===== config.mk =====
export PLATFORM = sky130hd
export DESIGN_NAME = v_down_timer
export DESIGN_NICKNAME = d
export VERILOG_FILES = /design/src/rtl/v_down_timer.sv
export SDC_FILE = /design/constraint.sdc
export NUM_CORES = 1
export LEC_CHECK = 0
export CAP_MARGIN = 20
export CORE_MARGIN = 4
export CORE_UTILIZATION = 35
export CTS_CLUSTER_SIZE = 28
export DETAILED_ROUTE_END_ITERATION = 16
export PLACE_DENSITY_LB_ADDON = 0.2
export SYNTH_ARGS = -nofsm -noshare
export SYNTH_HDL_FRONTEND = slang
export SYNTH_SLANG_ARGS = --single-unit

===== constraint.sdc =====
create_clock -name C -period 2.2 [get_ports C]
set_input_delay 0.44 -clock C [delete_from_list [all_inputs] [get_ports C]]
set_output_delay 0.44 -clock C [all_outputs]
set_load 0.01 [all_outputs]

===== src/rtl/v_down_timer.sv =====
// Loadable down-counting interval timer with one-shot and auto-reload modes.
// Counts a reloaded value down to zero and pulses TC for one cycle at terminal count.
module v_down_timer #(
  parameter int WIDTH = 4
) (
  input  logic             C,
  input  logic             CLR,
  input  logic             SLOAD,
  input  logic [WIDTH-1:0] D,
  input  logic             START,
  input  logic             CE,
  input  logic             MODE,
  output logic [WIDTH-1:0] Q,
  output logic             TC,
  output logic             BUSY
);

  typedef enum logic {IDLE, RUN} state_t;

  localparam logic [WIDTH-1:0] ONE = {{(WIDTH-1){1'b0}}, 1'b1};

  state_t           state, stateNext;
  logic [WIDTH-1:0] rld, rldNext, qNext;
  logic             tcNext;

  always_ff @(posedge C or posedge CLR) begin
    if (CLR) begin
      state <= IDLE;
      rld   <= '0;
      Q     <= '0;
      TC    <= 1'b0;
    end else begin
      state <= stateNext;
      rld   <= rldNext;
      Q     <= qNext;
      TC    <= tcNext;
    end
  end

  // Priority is load, then start/retrigger, then a count step; at zero the
  // counter either reloads (periodic) or parks at zero and drops to idle.
  always_comb begin
    stateNext = state;
    rldNext   = rld;
    qNext     = Q;
    tcNext    = 1'b0;
    if (SLOAD) begin
      rldNext   = D;
      qNext     = D;
      stateNext = IDLE;
    end else if (START) begin
      qNext     = rld;
      stateNext = RUN;
    end else if (state == RUN && CE) begin
      if (Q != '0) begin
        qNext = Q - ONE;
      end else begin
        tcNext = 1'b1;
        if (MODE) qNext = rld;
        else      stateNext = IDLE;
      end
    end
  end

  assign BUSY = (state == RUN);

endmodule


==> flow_summary.json, run 1 <==
{
  "worstSetupPathType": "register to primary output",
  "wl_met3_um": 74,
  "finalSetupTns_ns": 0,
  "ys_seq_elements": 10,
  "first_pass_iters": 4,
  "diodes": 0,
  "clkPwrFrac": 0.265,
  "reg2reg_to": "Q[1]",
  "die_h_um": 47.7,
  "cts_tree": "done",
  "clock_latency_ns": 0.27,
  "hpwl_um": 936,
  "syn_area_sq_um": 551,
  "cts-resized-gates": 0,
  "drc": 0,
  "worst_pin_slew_ns": 0.492,
  "hp-class": "primary input to async pin",
  "clock_skew_ns": 0.0123,
  "layout_commonest_cell": "clkdlybuf4s50_1",
  "routedWlPerCell_um": 13.7,
  "final_cell_mix": "clkdlybuf4s50_1, dfrtp_1, o21ai_0",
  "max_freq_mhz": 561,
  "area_delta_synth_final_pct": 34.8,
  "synth.net_count": 72,
  "clock_sinks": 10,
  "seq_area_frac_synth": 0.455,
  "worst-path-stages": 1,
  "rsz0062_at_grt": "no",
  "hold_buffers": 0,
  "status": "finished, final reports clean",
  "drive_gt1_frac": 0.0897,
  "setup_viol": 0,
  "crit_chain": "clkdlybuf4s50_1",
  "max_slew_margin": 0.671,
  "cp_slowest_cell": "clkdlybuf4s50_1",
  "grt.total_usage": 0.137,
  "p_sw_uw": 135,
  "wl_um": 1290,
  "gr-total-overflow": 0,
  "place_congestion": 0.789,
  "reg2reg_slack_ns": 0.43,
  "slowest_delay_ns": 0.59,
  "cts-root-buf": "clkbuf_4",
  "hold_viol_final": 0,
  "cp-end-kind": "primary output",
  "placed_area_sq_um": 719,
  "internal-power_uw": 331,
  "worst_r2r_path_depth": 6,
  "postLayoutCellArea_sq_um": 742,
  "drt_iter0_markers": 10,
  "num-nets-final": 91,
  "num-fill-cells": 130,
  "initial_core_util": 0.370,
  "wl_met1_um": 560,
  "slew_violations": 0,
  "swShare": 0.290,
  "p_leak_nw": 0.322,
  "ioPinCount": 16,
  "arrival_ns": 1.34,
  "synthDistinctLibCells": 24,
  "die_w_um": 47.7,
  "dr.max_layer_used": "met4",
  "io_buffer_count": 15,
  "cp_num_buf_inv": 1,
  "cp-startpoint": "Q[2]",
  "antenna_found_initial": 0,
  "postCtsSetupBuffers": 0,
  "powerDensity_mw_per_mm2": 628,
  "seqPwrFrac": 0.481,
  "layout_min_cycle_time_ns": 1.78,
  "coreArea_sq_mm": 0.00149,
  "yosysWarnings": 0,
  "cp_top_family": "buffers and inverters",
  "htreeDepth": 1,
  "num_vias": 507,
  "grt_pass1_vias": 509,
  "endpoint": "Q[2]",
  "grt_max_degree": 15,
  "worstReg2RegStart": "Q[0]",
  "netlist_instances": 61,
  "required_ns": 1.76,
  "power_frac_comb": 0.253,
  "avgSynthCellArea_sq_um": 9.03,
  "start_kind": "register",
  "wl_met2_um": 634,
  "row_count": 14,
  "cts_buffers": 3,
  "peakVddDrop_v": 0.000375,
  "cp_max_fo": 7,
  "routed_via_density": 5.39,
  "die_area_sq_mm": 0.00227,
  "finalCritPeriodShare": 0.811,
  "grt_pass1_wl_um": 2100,
  "clk_path_buf_depth": 2,
  "drv_cap": 0,
  "ant_nets": 0,
  "path_clk_slew_ns": 0.07
}
worst min path at each step:
stage                start     end  cells past startpoint
global route           CLR    Q[1]                      2
CTS                    CLR    Q[1]                      2
finish                 CLR    Q[1]                      2
detailed placement  rld[3]  rld[3]                      1
global placement    rld[3]  rld[3]                      1
floorplan              CLR    BUSY                      1
metal layers:
metal / up-vias / GRT usage
met5: - / 0
li1: 258 / -
met1: 234 / 0.144
met3: 2 / 0.0564
met4: 0 / 0.0860
met2: 13 / 0.227
logic make-up (layout without fill, tap and decap cells):
| logic type | Yosys count | after routing | synth area share |
|---|---|---|---|
| and+or+nand+nor | 24 | 24 | 0.232 |
| AOI/OAI and AO/OA | 16 | 16 | 0.193 |
| DFF | 10 | 10 | 0.455 |
| buffers and inverters | 8 | 25 | 0.0568 |
| muxes | 2 | 2 | 0.0409 |
| adders and majority gates | 1 | 1 | 0.0227 |
cells in the mapped netlist (all sizes together):
cell type	instances	share of area
ha	1	0.023
and2	1	0.011
dfrtp	10	0.45
and3	2	0.023
inv	6	0.041
a221o	1	0.018
clkbuf	1	0.0068
a32oi	2	0.032
nor4	2	0.023
nor4b	1	0.027
buf	1	0.0091
nor3b	1	0.014
nor2b	2	0.023
nor3	2	0.018
nor2	6	0.041
o21ai	7	0.064
mux2	2	0.041
or3	1	0.011
o32a	1	0.018
nand2	6	0.041
a32o	1	0.018
o21bai	1	0.014
o22ai	1	0.011
a21oi	2	0.018
sequential cells by signal, summed over array words and instances, names as in the netlist:
| name | flops |
|---|---|
| rld | 4 |
| TC | 1 |
| BUSY | 1 |
| Q | 4 |
area by class of cell:
cell class                 count  area, sq um  area share
clock buffer                   3         22.5      0.0304
timing repair buffer          16          158       0.212
inverter                       6         22.5      0.0304
tap                           16         20.0      0.0270
multi-input combinational     43          269       0.363
sequential                    10          250       0.337
power groups by stage:
| stage | clock network, mW | logic [mW] | registers [mW] |
|---|---|---|---|
| 3_5_place_dp | 0 | 0.117 | 0.226 |
| 5_1_grt | 0.139 | 0.131 | 0.226 |
| 6_report | 0.124 | 0.118 | 0.224 |
| 3_3_place_gp | 0 | 0.117 | 0.227 |
| 2_1_floorplan | 0 | 0.0587 | 0.228 |
| 4_1_cts | 0.125 | 0.119 | 0.223 |
metrics by stage:
stage | hold WS [ns] | power [mW] | utilization | std cells | worst slack, ns
floorplan | 0.280 | 0.286 | - | 61 | 0.547
global placement | 0.494 | 0.344 | 0.483 | 91 | 0.297
detailed placement | 0.494 | 0.344 | 0.483 | 91 | 0.251
CTS | 0.460 | 0.467 | 0.498 | 94 | 0.436
global route | 0.489 | 0.496 | 0.498 | 94 | 0.245
finish | 0.448 | 0.466 | 0.498 | 94 | 0.416
Note: power is estimated with default switching activity, not from simulation.
==> run 2, diff against run 1 <==
==> constraint.sdc (replaced) <==
create_clock -name C -period 1.7 [get_ports C]
set_input_delay 0.34 -clock C [delete_from_list [all_inputs] [get_ports C]]
set_output_delay 0.34 -clock C [all_outputs]
set_load 0.01 [all_outputs]
==> run 2 against run 1 <==
  * Core utilization increased by 5.8 points
  * Largest power group unchanged
  * Via count increased by 9.7%
  * Clock power increased by 33%
  * Critical endpoint unchanged
  * Flip-flop and latch count unchanged
==> flow_summary.json, run 2 (same netlist as run 1, synthesis figures left out) <==
{
  "hold_buffers": 0,
  "initial_core_util": 0.370,
  "layout_commonest_cell": "clkdlybuf4s50_1",
  "worst_r2r_path_depth": 7,
  "reg2reg_slack_ns": 0.15,
  "reg2reg_to": "Q[1]",
  "clock_latency_ns": 0.27,
  "peakVddDrop_v": 0.000330,
  "antenna_found_initial": 0,
  "crit_chain": "clkdlybuf4s50_1",
  "io_buffer_count": 15,
  "arrival_ns": 1.29,
  "row_count": 14,
  "top_regs": "Q x4, rld x4",
  "worstReg2RegStart": "Q[0]",
  "p_total_uw": 644,
  "area_delta_synth_final_pct": 50.5,
  "rsz0062_at_grt": "no",
  "hpwl_um": 1140,
  "cp_num_buf_inv": 1,
  "drv_cap": 0,
  "setup_viol": 0,
  "cp_top_family": "buffers and inverters",
  "clock_skew_ns": 0.00203,
  "cp_max_fo": 7,
  "path_clk_slew_ns": 0.06,
  "max_slew_margin": 0.744,
  "grt_max_degree": 15,
  "drc": 0,
  "finalCritPeriodShare": 0.960,
  "required_ns": 1.36,
  "powerDensity_mw_per_mm2": 777,
  "die_area_sq_mm": 0.00227,
  "max_freq_mhz": 613,
  "wl_met3_um": 96,
  "first_pass_iters": 4,
  "layout_min_cycle_time_ns": 1.63,
  "die_h_um": 47.7,
  "start_kind": "register",
  "finalSetupTns_ns": 0,
  "dp_slack_ns": -0.0509,
  "p_leak_nw": 0.372,
  "cp-end-kind": "primary output",
  "num_vias": 556,
  "cts-root-buf": "clkbuf_4",
  "clock_sinks": 10,
  "coreArea_sq_mm": 0.00149,
  "hp-class": "primary input to async pin",
  "postLayoutCellArea_sq_um": 828,
  "clk_path_buf_depth": 2,
  "setup_ws_ns": 0.0682,
  "final_cells": 104,
  "ioPinCount": 16,
  "place_inst": 101,
  "routedWlPerCell_um": 13.4,
  "num-nets-final": 101,
  "grt_pass1_wl_um": 2280,
  "worstSetupPathType": "register to primary output",
  "cts_tree": "done",
  "routed_via_density": 5.35,
  "drive_gt1_frac": 0.216,
  "slowest_delay_ns": 0.56,
  "grt_pass1_vias": 517,
  "postCtsSetupBuffers": 0,
  "final_cell_mix": "clkdlybuf4s50_1, buf_4, dfrtp_1",
  "hold_viol_final": 0,
  "wl_met2_um": 691,
  "die_w_um": 47.7,
  "holdWs_ns": 0.343,
  "grt.total_usage": 0.148,
  "wl_met1_um": 592,
  "dr.max_layer_used": "met4",
  "status": "finished, final reports clean",
  "htreeDepth": 1,
  "placed_area_sq_um": 795,
  "cts-resized-gates": 1,
  "num-fill-cells": 128,
  "ant_nets": 0,
  "cts_buffers": 3,
  "drt_iter0_markers": 12,
  "slew_violations": 0,
  "cp_slowest_cell": "clkdlybuf4s50_1",
  "diodes": 0,
  "worst_pin_slew_ns": 0.383,
  "place_congestion": 0.785,
  "wl_um": 1400,
  "gr-total-overflow": 0,
  "final_util": 0.556
}
## run 2: cell types whose count changed in the layout (fill, tap and decap cells not counted), sizes merged
cell	previous run	this run
buf	1	11
## run 2: power breakdown
part / total [mW] / switching (mW) / internal (mW)
Sequential: 0.289 / 0.0263 / 0.263
Combinational: 0.190 / 0.0798 / 0.110
Clock: 0.165 / 0.0828 / 0.0820
## run 2: routing by layer
layer  vias to the layer above  track usage
met5                         -            0
met4                         0       0.0645
met3                         2       0.0489
met2                        19        0.222
met1                       259        0.195
li1                        276            -
## run 2: worst max path at each step
stage / from / end / slack (ns) / cells after the start
2_1_floorplan: Q[0] / Q[1] / 0.05 / 6
3_3_place_gp: MODE / Q[1] / -0.03 / 5
3_5_place_dp: MODE / Q[0] / -0.05 / 5
4_1_cts: Q[3] / Q[3] / 0.01 / 1
5_1_grt: Q[0] / Q[0] / 0.003 / 6
6_report: Q[2] / Q[2] / 0.07 / 1
## run 2: final cells by class
class / instances / area [sq um] / area share
clock buffers: 3 / 22.5 / 0.0272
inverters: 6 / 22.5 / 0.0272
multi-input cells: 43 / 278 / 0.335
flip-flops and latches: 10 / 253 / 0.305
well taps: 16 / 20.0 / 0.0242
repair buffers: 26 / 233 / 0.281
